`src/rtl/trap_sequencer.sv`:
```
// trap_sequencer: owns the machine-mode CSR write port, sequencing trap entry and mret
// against MEM-stage CSR instructions. Define TRAP_MTVAL_EN to include the mtval save step.
module trap_sequencer #(
    parameter logic [11:0] MTVEC_ADDR   = 12'h305,
    parameter logic [11:0] MEPC_ADDR    = 12'h341,
    parameter logic [11:0] MCAUSE_ADDR  = 12'h342,
    parameter logic [11:0] MTVAL_ADDR   = 12'h343,
    parameter logic [11:0] MSTATUS_ADDR = 12'h300
) (
    input  logic        clk,
    input  logic        rst,
    input  logic        csr_rw_in,
    input  logic [11:0] csr_rw_addr_in,
    input  logic [31:0] csr_wdata_in,
    input  logic [1:0]  csr_wsc_in,
    output logic        csr_rw_ready,
    input  logic        illegal_inst,
    input  logic        ecall_m,
    input  logic        l_access_fault,
    input  logic        s_access_fault,
    input  logic        interrupt,
    input  logic        mret,
    input  logic [31:0] epc_cur,
    input  logic [31:0] tval_in,
    input  logic [31:0] mstatus,
    input  logic [31:0] csr_rdata,
    output logic        csr_w,
    output logic [11:0] csr_waddr,
    output logic [31:0] csr_wdata,
    output logic [1:0]  csr_wsc,
    output logic [11:0] csr_raddr,
    output logic        stall,
    output logic        flush,
    output logic        RegWrite_cancel,
    output logic        redirect_mux,
    output logic [31:0] PC_redirect
);
    typedef enum logic [3:0] {
        IDLE, SAVE_EPC, SAVE_CAUSE, SAVE_TVAL, UPD_STATUS,
        READ_VEC, REDIRECT, MRET_STATUS, MRET_EPC
    } state_t;

    localparam logic [1:0]  WSC_WRITE      = 2'b01;
    localparam logic [31:0] CAUSE_ILLEGAL  = 32'd2;
    localparam logic [31:0] CAUSE_ECALL_M  = 32'd11;
    localparam logic [31:0] CAUSE_LOAD_AF  = 32'd5;
    localparam logic [31:0] CAUSE_STORE_AF = 32'd7;
    localparam logic [31:0] CAUSE_IRQ      = 32'h8000_000B;

    state_t      r_state;
    logic [31:0] r_cause, r_epc, r_tval, r_target;

    logic        w_exc, w_trap, w_mret_take;
    logic [31:0] w_cause, w_tval, w_st_trap, w_st_mret;

    assign w_exc       = illegal_inst | ecall_m | l_access_fault | s_access_fault;
    assign w_trap      = w_exc | (interrupt & mstatus[3]);
    assign w_mret_take = mret & ~w_exc;

    // Cause/tval selection by fixed priority
    always_comb begin
        w_cause = CAUSE_IRQ;
        w_tval  = '0;
        if (illegal_inst) begin
            w_cause = CAUSE_ILLEGAL;
            w_tval  = tval_in;
        end else if (ecall_m) begin
            w_cause = CAUSE_ECALL_M;
        end else if (l_access_fault) begin
            w_cause = CAUSE_LOAD_AF;
            w_tval  = tval_in;
        end else if (s_access_fault) begin
            w_cause = CAUSE_STORE_AF;
            w_tval  = tval_in;
        end
    end

    // mstatus images for trap entry (MPIE<-MIE, MIE<-0, MPP<-M) and mret (MIE<-MPIE, MPIE<-1)
    always_comb begin
        w_st_trap        = mstatus;
        w_st_trap[7]     = mstatus[3];
        w_st_trap[3]     = 1'b0;
        w_st_trap[12:11] = 2'b11;
        w_st_mret        = mstatus;
        w_st_mret[3]     = mstatus[7];
        w_st_mret[7]     = 1'b1;
    end

    always_ff @(posedge clk or posedge rst) begin
        if (rst) begin
            r_state  <= IDLE;
            r_cause  <= '0;
            r_epc    <= '0;
            r_tval   <= '0;
            r_target <= '0;
        end else begin
            case (r_state)
                IDLE: begin
                    if (w_trap) begin
                        r_state <= SAVE_EPC;
                        r_cause <= w_cause;
                        r_epc   <= epc_cur;
                        r_tval  <= w_tval;
                    end else if (w_mret_take) begin
                        r_state <= MRET_STATUS;
                    end
                end
                SAVE_EPC:    r_state <= SAVE_CAUSE;
`ifdef TRAP_MTVAL_EN
                SAVE_CAUSE:  r_state <= SAVE_TVAL;
`else
                SAVE_CAUSE:  r_state <= UPD_STATUS;
`endif
                SAVE_TVAL:   r_state <= UPD_STATUS;
                UPD_STATUS:  r_state <= READ_VEC;
                READ_VEC: begin
                    r_target <= {csr_rdata[31:2], 2'b00};
                    r_state  <= REDIRECT;
                end
                MRET_STATUS: r_state <= MRET_EPC;
                MRET_EPC: begin
                    r_target <= csr_rdata;
                    r_state  <= REDIRECT;
                end
                REDIRECT:    r_state <= IDLE;
                default:     r_state <= IDLE;
            endcase
        end
    end

    // Port decode; reset forces every output low regardless of event inputs
    always_comb begin
        csr_rw_ready    = 1'b0;
        csr_w           = 1'b0;
        csr_waddr       = '0;
        csr_wdata       = '0;
        csr_wsc         = '0;
        csr_raddr       = '0;
        stall           = 1'b0;
        flush           = 1'b0;
        RegWrite_cancel = 1'b0;
        redirect_mux    = 1'b0;
        PC_redirect     = '0;
        if (!rst) begin
            stall = (r_state != IDLE);
            case (r_state)
                IDLE: begin
                    if (w_trap) begin
                        flush           = 1'b1;
                        RegWrite_cancel = 1'b1;
                    end else if (w_mret_take) begin
                        flush = 1'b1;
                    end else if (csr_rw_in) begin
                        csr_rw_ready = 1'b1;
                        csr_w        = 1'b1;
                        csr_waddr    = csr_rw_addr_in;
                        csr_wdata    = csr_wdata_in;
                        csr_wsc      = csr_wsc_in;
                        csr_raddr    = csr_rw_addr_in;
                    end
                end
                SAVE_EPC: begin
                    csr_w = 1'b1; csr_waddr = MEPC_ADDR; csr_wdata = r_epc; csr_wsc = WSC_WRITE;
                end
                SAVE_CAUSE: begin
                    csr_w = 1'b1; csr_waddr = MCAUSE_ADDR; csr_wdata = r_cause; csr_wsc = WSC_WRITE;
                end
                SAVE_TVAL: begin
                    csr_w = 1'b1; csr_waddr = MTVAL_ADDR; csr_wdata = r_tval; csr_wsc = WSC_WRITE;
                end
                UPD_STATUS: begin
                    csr_w = 1'b1; csr_waddr = MSTATUS_ADDR; csr_wdata = w_st_trap; csr_wsc = WSC_WRITE;
                end
                READ_VEC:  csr_raddr = MTVEC_ADDR;
                MRET_STATUS: begin
                    csr_w = 1'b1; csr_waddr = MSTATUS_ADDR; csr_wdata = w_st_mret; csr_wsc = WSC_WRITE;
                end
                MRET_EPC:  csr_raddr = MEPC_ADDR;
                REDIRECT: begin
                    redirect_mux = 1'b1;
                    PC_redirect  = r_target;
                end
                default: ;
            endcase
        end
    end
endmodule

```
`config.mk`:
```
export PLATFORM = sky130hd
export DESIGN_NAME = trap_sequencer
export DESIGN_NICKNAME = d
export VERILOG_FILES = /design/src/rtl/trap_sequencer.sv
export SDC_FILE = /design/constraint.sdc
export NUM_CORES = 1
export LEC_CHECK = 0
export CAP_MARGIN = 10
export CORE_MARGIN = 5
export CORE_UTILIZATION = 35
export CTS_CLUSTER_SIZE = 28
export DETAILED_ROUTE_END_ITERATION = 7
export MAX_ROUTING_LAYER = met4
export PLACE_DENSITY_LB_ADDON = 0.12
export SYNTH_ARGS = -nofsm -noshare
export SYNTH_HDL_FRONTEND = slang
export SYNTH_SLANG_ARGS = --single-unit
```
`constraint.sdc`:
```
create_clock -name clk -period 7.6 [get_ports clk]
set_input_delay 0.76 -clock clk [delete_from_list [all_inputs] [get_ports clk]]
set_output_delay 0.76 -clock clk [all_outputs]
set_load 0.02 [all_outputs]
```
## Yosys cells after proc, flatten, opt, wreduce, memory -nomap -nowiden

Cells that the tools add are included.

- Bits in registers: 132
- Input port bits: 183
- Output and inout port bits: 96
- Word-level logic and storage cells: 77

- Equality and inequality tests: 9
- Mux-type cells: 48
- Bitwise logic cells: 7
- Reductions and logical operators: 8

Operator list:

| operator | count |
|---|---|
| $mux 32 | 14 |
| $pmux 32 s6 | 1 |
| $pmux 32 s2 | 1 |
| $mux 12 | 5 |
| $pmux 12 s5 | 1 |
| $pmux 12 s3 | 1 |
| $pmux 4 s6 | 1 |
| $eq 4x3->1 const B | 4 |
| $mux 1 | 16 |
| $eq 4x2->1 const B | 2 |
| $mux 2 | 4 |
| $mux 4 | 2 |
| $reduce_or 2->1 | 3 |
| $reduce_or 5->1 | 1 |
| $eq 4x1->1 const B | 1 |
| $eq 4x4->1 const B | 1 |
| $logic_not 4->1 | 1 |
| $or 1x1->1 | 4 |
| $pmux 2 s2 | 1 |
| $reduce_bool 4->1 | 1 |
| $ne 3x3->1 const B | 1 |
| $and 1x1->1 | 2 |
| $pmux 1 s2 | 1 |
| $reduce_and 2->1 | 1 |
| 2 further kinds | 2 |

## Depth between registers and ports, before layout

Gate-level depths: netlist of run 1.

- Depth in word-level cells: 9
- Mapped depth: 7
- Mapped depth without buffers: 4

## Worst setup path after synthesis of run 1

Ideal clock, no wire load.

- Path type: in2out
- Start point: input port rst
- End point: output port csr_raddr[11]
- Arrival time: 4.712 ns
- Data required time: 6.840 ns
- Path slack: 2.128 ns
- Stages on the path: 3
- Buffers on the path: 1
- Cells stage by stage: inv_1 clkbuf_1 and3_1

- Cells in the longest elaborated chain, start to end: 1

RTL lines:

| element | RTL line | RTL |
|---|---|---|
| start, declared | 11 | `input logic rst,` |
| $mux 12 | 144 | `if (!rst) begin` |
| end, declared | 31 | `output logic [11:0] csr_raddr,` |

Every way passes these cells.

## Worst setup path after layout of run 1

- Start point: input port illegal_inst
- End point: output port csr_raddr[6]

- Cells in the longest elaborated chain, start to end: 9
- Elaborated cells on any way between the ends: 10
- Those cells by class: mux: 4; bitwise: 6

RTL lines:

| element | RTL line | RTL |
|---|---|---|
| start, declared | 17 | `input logic illegal_inst,` |
| $or 1x1->1 (*) (3 in series) | 56 | `assign w_exc = illegal_inst \| ecall_m \| l_access_fault \| s_access_fault;` |
| $not 1->1 | 58 | `assign w_mret_take = mret & ~w_exc;` |
| $and 1x1->1 | 58 |  |
| $mux 12 | 151 | `end else if (w_mret_take) begin` |
| $mux 12 (*) | 148 | `if (w_trap) begin` |
| $pmux 12 s3 (*) | 146 | `case (r_state)` |
| $mux 12 (*) | 144 |  |

Mark *: on every way between the ends. The rest lies on a longest branch, timed or not.

==> flow_summary.ini, run 1 <==
[run_status]
outcome = finished clean

[layout]
final_cells = 998
nNetsFinal = 988
final_util_pct = 56.5
regArea_um2 = 2630
antenna_cells = 0
multi_input_area_um2 = 2540
drive_gt1_share_pct = 8.52
area_growth_syn_to_layout_pct = 58.6
fillers = 1317

[cts]
post_cts_resized = 0
cts_tree = yes
cts_buffers = 9
post_cts.repair.setup_buffers = 0
clk_latency_ns = 0.34
clock_sinks = 105
cts-root-buf = clkbuf_16
postCtsHoldBufs = 0
clkTransAtPathRegs_ns = 0.07
clockBufferDepth = 2
htree_levels = 3

[die]
die_y_um = 134
io_pins = 279
row_count = 45
die_x_um = 134
start_util_pct = 35.7
core_area_um2 = 15200
die_area_um2 = 18100

[placement]
dp.cells = 981
gp_congestion = 0.875
hpwl_um = 14000
portBuffers = 278

[timing]
slew_violations = 0
finalSetupTns_ns = 0
layout_min_cycle_time_ns = 4.77
setup_viol = 0
max_slew_margin_pct = 29.6
rsz0062_at_grt = no
post-route-period-util_pct = 62.7
fmax_mhz = 210
clock_skew_ns = 0.00611
hold_viol_final = 0
tightest_slew_ns = 1.06

[synth]
syn_avg_cell_area_um2 = 9.75
syn-cell-area_um2 = 5420
synth_seq_cells = 105
synth-seq-area-share_pct = 48.5
yosysWarnings = 0
syn-num-nets = 739
ys_types = 47
synthCells = 556

[pwr]
irDropWorstVdd_v = 0.000134
p_per_area_nw_per_um2 = 342
p_leak_nw = 3.56

[setup_path]
start_kind = input port
path_class = in -> out
cp-end-kind = output port
cp.required_ns = 6.84
critical_path.max_fanout = 54
cp.arrival_ns = 4.01

[routing]
detail-route-antenna-nets = 0
routed_via_density = 5.32
drt_iter0_markers = 340
avgRoutedWirePerCell_um = 19.0
drc_errors = 0
drt-total-wl_um = 18900
vias = 5308
dr.pass1.iters = 7

[global_route]
antenna_found_initial = 0
grt_pass1_wl_um = 29300
grt_max_degree = 70
grt.total_usage_pct = 21.0
grt_pass1_vias = 5466
grt.overflow.total = 0

[min_path]
min_path_type = reg -> reg

[run]
maxCapViolCount = 0
==> area by class of cell <==
type                       count  area share (%)
clock buffer                   9            2.62
inverter                       4           0.204
multi-input combinational    398            29.5
clock inverter                 7            1.16
sequential                   105            30.6
timing repair buffer         287            33.2
tap                          188            2.74
==> registers in the layout, summed over array words and instances (netlist names) <==
signal / flops
r_tval: 32
r_state: 4
r_epc: 32
r_target: 32
r_cause: 5
==> per-layer routing <==
metal / vias to the layer above / routed length (µm) / track usage, %
li1: 2495 / - / -
met1: 2541 / 7900 / 26.1
met2: 251 / 9100 / 34.5
met3: 21 / 1610 / 4.91
met4: 0 / 313 / 6.00
met5: - / 0 / -
==> cell families (layout without fill, tap and decap cells) <==
group	count (synthesis)	count (layout)	share of synthesized area, %
muxes	36	36	7.39
AOI/OAI and AO/OA	131	131	18.5
buffers and inverters	53	307	5.29
DFF	105	105	48.5
xor gates and xnor gates	1	1	0.162
and+or+nand+nor	230	230	20.2
==> worst max-delay path, stage by stage <==
cell and delay [ns]:
clkdlybuf4s50_1 0.53, nor4_4 0.54, and4_2 1.01, nand2_1 0.17, a221oi_1 0.31, clkdlybuf4s50_1 0.66
==> power breakdown <==
group | leakage [nW] | internal (mW) | switching, mW | total [mW]
registers | 1.29 | 0.828 | 0.154 | 0.982
clock network | 0.161 | 0.292 | 0.208 | 0.500
logic | 2.11 | 0.678 | 0.783 | 1.46
total | 3.56 | 1.80 | 1.14 | 2.94
==> final timing paths <==
kind | startpoint | endpoint | slack [ns] | depth (start not counted)
max in group asynchronous | rst | r_cause[3] | 5.13 | 3
setup / recovery | illegal_inst | csr_raddr[6] | 2.83 | 6
hold reg to reg | r_epc[12] | r_epc[12] | 0.48 | 2
setup reg to reg | r_state[3] | r_target[26] | 5.03 | 4
min in group asynchronous | rst | r_target[2] | 1.21 | 2
hold / removal | r_epc[12] | r_epc[12] | 0.48 | 2
==> stage by stage <==
step / cell area, µm² / hold WS, ns / setup WS [ns] / power [mW]
finish: 8600 / 0.475 / 2.83 / 2.94
global route: 8600 / 0.493 / 2.59 / 3.15
CTS: 8580 / 0.476 / 2.78 / 2.97
detailed placement: 8260 / 0.458 / 2.80 / 2.46
global placement: 8260 / 0.456 / 2.89 / 2.42
floorplan: 5420 / 0.438 / 2.13 / 1.94
==> Yosys cell counts (all sizes together) <==
cell,count,area (µm²)
or4bb,3,33.8
a32oi,1,8.76
buf,36,223
mux2i,4,40.0
and3,17,106
mux2,32,360
o311a,1,10.0
clkbuf,13,48.8
nor4,4,52.6
inv,4,15.0
o22a,1,8.76
nand2,135,507
or3,1,6.26
a21oi,42,214
o21a,1,7.51
nor3,1,5.00
a221oi,8,70.1
a222oi,25,250
nand3,3,15.0
o21ai,5,25.0
nand4,3,18.8
nor2,23,91.3
xor2,1,8.76
and4,1,8.76
a31oi,3,18.8
dfrtp,105,2630
nor2b,2,12.5
nand2b,2,12.5
a211oi,4,30.0
a22o,32,280
or2,1,6.26
a22oi,1,7.51
a32o,3,30.0
or4,1,11.3
and2,32,200
o41ai,2,25.0
a21o,2,15.0
or3b,1,8.76
==> cells in the final DEF, fill, tap and decap left out, types with 2 or more instances in the layout <==
master	count
mux2_2	31
a22o_1	32
clkdlybuf4s50_1	278
dfrtp_1	105
inv_1	3
and2_1	32
nand4_1	3
mux2i_1	4
nand2_1	135
a21oi_4	2
a32o_1	3
a211oi_1	4
clkbuf_16	9
o21ai_0	5
a221oi_1	8
nor2_1	21
nor4_4	2
nor2b_1	2
or4bb_1	3
nand2b_1	2
a21oi_1	40
buf_4	8
and3_1	17
nand3_1	3
bufinv_16	2
inv_6	3
a222oi_1	25
a31oi_1	3
nor2_2	2
(Power assumes the default switching activity.)
==> inputs of run 2 (changes only) <==
==> constraint.sdc (replaced) <==
create_clock -name clk -period 4.55 [get_ports clk]
set_input_delay 0.455 -clock clk [delete_from_list [all_inputs] [get_ports clk]]
set_output_delay 0.455 -clock clk [all_outputs]
set_load 0.02 [all_outputs]
==> flow_summary.ini, run 2 (same netlist as run 1, synthesis figures left out) <==
[run_status]
outcome = finished clean

[pwr]
p_int_mw = 2.92
p_leak_nw = 3.56
irDropWorstVdd_v = 0.000240
p_per_area_nw_per_um2 = 563
pwr-share-seq_pct = 34.4
sw_frac_of_total_pct = 39.6
p_comb_share_pct = 50.1
switching_power_mw = 1.91
clkPwrFrac_pct = 15.5

[die]
start_util_pct = 35.7
die_area_um2 = 18100
io_pins = 279
die_y_um = 134
die_x_um = 134
row_count = 45
core_area_um2 = 15200

[layout]
nNetsFinal = 992
layout_commonest_cell = clkdlybuf4s50_1
drive_gt1_share_pct = 8.85
top_regs = r_epc (32), r_target (32), r_tval (32)
final_cell_mix = 278 x clkdlybuf4s50_1, 135 x nand2_1, 105 x dfrtp_1, 40 x a21oi_1
area_growth_syn_to_layout_pct = 58.4
final_cells = 1004

[routing]
vias = 5238
detail-route-antenna-nets = 0
dr.pass1.iters = 5
avgRoutedWirePerCell_um = 19.0
routed_via_density = 5.22
drt-total-wl_um = 19000
drc_errors = 0
drt_iter0_markers = 305

[run]
maxCapViolCount = 0

[timing]
setup_viol = 0
layout_min_cycle_time_ns = 3.93
slew_violations = 0
post-route-period-util_pct = 86.4
tightest_slew_ns = 1.10
hold_viol_final = 0
clock_skew_ns = 0.0144
rsz0062_at_grt = no
fmax_mhz = 254
max_slew_margin_pct = 26.4
finalSetupTns_ns = 0

[global_route]
antenna_found_initial = 2
grt_pass1_vias = 5590
grt_pass1_wl_um = 29500
grt.overflow.total = 0
grt.total_usage_pct = 21.1
grt_max_degree = 70

[cts]
cts-root-buf = clkbuf_16
clkTransAtPathRegs_ns = 0.08
post_cts.repair.setup_buffers = 0
clockBufferDepth = 2
post_cts_resized = 0
htree_levels = 3
postCtsHoldBufs = 0
clk_latency_ns = 0.35
cts_buffers = 9
cts_tree = yes
clock_sinks = 105

[setup_path]
cp.required_ns = 4.09
path_buf_inv = 3
path_class = in -> out
cpPeakStageDelay_ns = 0.63
start_kind = input port
critical_path.max_fanout = 33
cp.arrival_ns = 3.48
cp_top_family = buffers and inverters
cpMostUsedCell = clkdlybuf4s50_1
crit_chain = clkdlybuf4s50_1, nor4_4, and4_2, buf_4, nand2_1, a21oi_1, clkdlybuf4s50_1
cp-end-kind = output port
cp_slowest_cell = clkdlybuf4s50_1

[placement]
hpwl_um = 14100
gp_congestion = 0.866
portBuffers = 278
dp.cells = 986

[min_path]
min_path_type = reg -> reg
run 2: cell count changes in the layout (fill, tap and decap cells not counted):
cell,previous run,this run
clkbuf_1,0,1
a21oi_4,2,1
bufinv_16,2,0
inv_6,3,1
diode_2,0,2
clkbuf_8,0,1
clkinv_4,1,3
buf_6,1,0
a21oi_2,0,1
buf_4,8,13
clkinv_2,1,0
clkinv_8,0,1
run 2: cell type report:
type	instances	area (µm²)
well taps	188	235
clock inverters	5	51.3
multi-input cells	398	2530
fillers	1320	6610
inverters	4	17.5
repair buffers	291	2880
diodes	2	5.00
clock buffers	11	243
flip-flops and latches	105	2630
run 2: path summary, 6_finish.rpt:
check                                   from      endpoint  slack (ns)  cells after the start
max in group asynchronous                rst   r_cause[31]        2.20                      4
worst min register to register      r_epc[7]      r_epc[7]        0.48                      2
worst min-delay path                r_epc[7]      r_epc[7]        0.48                      2
worst max register to register    r_state[1]    r_cause[1]        1.92                      5
min in group asynchronous                rst   r_target[3]        0.81                      2
worst max-delay path            illegal_inst  csr_waddr[0]        0.62                      7
run 2: worst reg2reg max path, delay by kind of cell (launching register included):
family	cells	cell delay, ns
compound gates	2	1.04
flops	1	0.60
simple gates	2	0.58
buf+inv	1	0.33
run 2: power groups by stage:
stage | Sequential (mW) | Clock, mW | Combinational (mW)
5_1_grt | 1.72 | 0.813 | 2.64
2_1_floorplan | 1.55 | 0 | 1.68
3_3_place_gp | 1.64 | 0 | 2.41
6_report | 1.66 | 0.749 | 2.42
4_1_cts | 1.66 | 0.776 | 2.45
3_5_place_dp | 1.66 | 0 | 2.46
run 2: per-layer routing:
layer  wire length, µm  track usage [%]  up-vias
li1                  -                -     2507
met1              7970             25.0     2451
met2              9180             35.3      253
met3              1510             5.03       27
met4               388             7.07        0
met5                 0                -        -
run 2: per-stage QoR:
step	cell area, µm²	setup WS (ns)	utilization (%)	power [mW]	hold slack [ns]
detailed placement	8290	0.625	54.5	4.12	0.461
floorplan	5420	1.50	-	3.24	0.438
CTS	8580	0.637	56.5	4.89	0.480
finish	8590	0.618	56.5	4.83	0.478
global placement	8290	0.714	54.5	4.05	0.454
global route	8590	0.433	56.5	5.17	0.506
==> inputs of run 3 (changes only) <==
--- a/config.mk
+++ b/config.mk
@@ -6,6 +6,7 @@
 export NUM_CORES = 1
 export LEC_CHECK = 0
 export CAP_MARGIN = 10
+export CORE_ASPECT_RATIO = 1.25
 export CORE_MARGIN = 5
 export CORE_UTILIZATION = 35
 export CTS_CLUSTER_SIZE = 28
==> constraint.sdc (replaced) <==
create_clock -name clk -period 4.55 [get_ports clk]
set_input_delay 0.6825 -clock clk [delete_from_list [all_inputs] [get_ports clk]]
set_output_delay 0.6825 -clock clk [all_outputs]
set_load 0.02 [all_outputs]
==> flow_summary.ini, run 3 (same netlist as run 1, synthesis figures left out) <==
[die]
die_area_um2 = 18100
row_count = 50
die_x_um = 121
core_area_um2 = 15100
io_pins = 279
start_util_pct = 36.0
die_y_um = 149

[layout]
final_cell_mix = 278 x clkdlybuf4s50_1, 135 x nand2_1, 105 x dfrtp_1, 40 x a21oi_1
top_regs = r_epc (32), r_target (32), r_tval (32)
fillers = 1370
final_area_um2 = 8670
nNetsFinal = 993
drive_gt1_share_pct = 8.86
area_growth_syn_to_layout_pct = 60.0
antenna_cells = 0
layout_commonest_cell = clkdlybuf4s50_1

[routing]
avgRoutedWirePerCell_um = 19.0
drc_errors = 0
drt_iter0_markers = 299
drt-total-wl_um = 19400
dr.pass1.iters = 7
wl_met3_um = 1330
vias = 5281
routed_via_density = 5.17
highest_layer = met4
m1WireLength_um = 7670
detail-route-antenna-nets = 0
dr_wl_met2_um = 9980

[cts]
post_cts_resized = 0
cts_tree = yes
clockBufferDepth = 2
clk_latency_ns = 0.34
htree_levels = 3
cts_buffers = 9
postCtsHoldBufs = 0
cts-root-buf = clkbuf_16
clkTransAtPathRegs_ns = 0.07
post_cts.repair.setup_buffers = 0
clock_sinks = 105

[timing]
setup_ws_ns = 0.376
clock_skew_ns = 0.00916
tightest_slew_ns = 1.05
slew_violations = 0
layout_min_cycle_time_ns = 4.17
post-route-period-util_pct = 91.7
setup_viol = 0
fmax_mhz = 240
holdWs_ns = 0.479
max_slew_margin_pct = 30.1
finalSetupTns_ns = 0
rsz0062_at_grt = no
hold_viol_final = 0

[setup_path]
cp.required_ns = 3.87
cp_slowest_cell = clkdlybuf4s50_1
cp_top_family = buffers and inverters
path_buf_inv = 3
cp-end-kind = output port
reg2reg_slack_ns = 1.89
cpPeakStageDelay_ns = 0.65
regToRegEndpoint = r_tval[15]
cpMostUsedCell = clkdlybuf4s50_1
crit_chain = clkdlybuf4s50_1, nor4_4, and4_2, buf_4, nand2_1, a21oi_1, clkdlybuf4s50_1
critical_path.max_fanout = 20
path_class = in -> out
cp.arrival_ns = 3.49
start_kind = input port
rr_startpoint = r_state[2]
r2r_cells = 4

[pwr]
p_per_area_nw_per_um2 = 574
total_power_mw = 4.97
p_leak_nw = 3.59
irDropWorstVdd_v = 0.000253

[placement]
place_ws_ns = 0.356
place_area_um2 = 8340
portBuffers = 278
hpwl_um = 14400
gp_congestion = 0.846

[min_path]
hold_depth = 2
holdPathEnd = r_epc[2]
min_path_type = reg -> reg
hold_start = r_epc[2]

[global_route]
grt.total_usage_pct = 21.6
grt_pass1_vias = 5737
grt.overflow.total = 0
grt_max_degree = 70
antenna_found_initial = 0
grt_pass1_wl_um = 30200

[run_status]
outcome = finished clean

[run]
maxCapViolCount = 0
## run 3: how the worst max path moves through the flow
stage,startpoint,endpoint,slack [ns],cells after the start
detailed placement,illegal_inst,csr_waddr[8],0.36,7
global placement,illegal_inst,csr_waddr[8],0.44,7
CTS,illegal_inst,csr_waddr[8],0.36,7
global route,illegal_inst,csr_waddr[8],0.24,7
floorplan,rst,csr_raddr[11],1.05,3
finish,illegal_inst,csr_waddr[8],0.38,7
## run 3: final cells by class
type                       instances  area, µm²  share of cell area [%]
timing repair buffer             292       2900                    33.4
sequential                       105       2630                    30.3
multi-input combinational        398       2540                    29.2
tap                              208        260                    3.00
clock buffer                       9        225                    2.60
clock inverter                     5        104                    1.20
inverter                           4       17.5                   0.202
## run 3: through the flow
step / util (%) / instances
2_1_floorplan: - / 556
3_3_place_gp: 55.3 / 1007
3_5_place_dp: 55.3 / 1007
4_1_cts: 57.5 / 1021
5_1_grt: 57.5 / 1021
6_report: 57.5 / 1021
## run 3: power breakdown
| group | internal (mW) | switching (mW) | total (mW) |
|---|---|---|---|
| clock | 0.533 | 0.345 | 0.878 |
| sequential | 1.38 | 0.264 | 1.65 |
| combinational | 1.14 | 1.31 | 2.45 |
## run 3: layer usage
layer / vias to the layer above / GRT usage [%]
met5: - / -
met4: 0 / 7.57
met3: 27 / 4.29
met2: 211 / 37.3
met1: 2541 / 24.9
li1: 2502 / -
## run 3: worst min-delay path, cell delays in order, from the launching register on
cell     delay [ns]
dfrtp_1        0.35
nand2_1        0.05
nand2_1        0.05
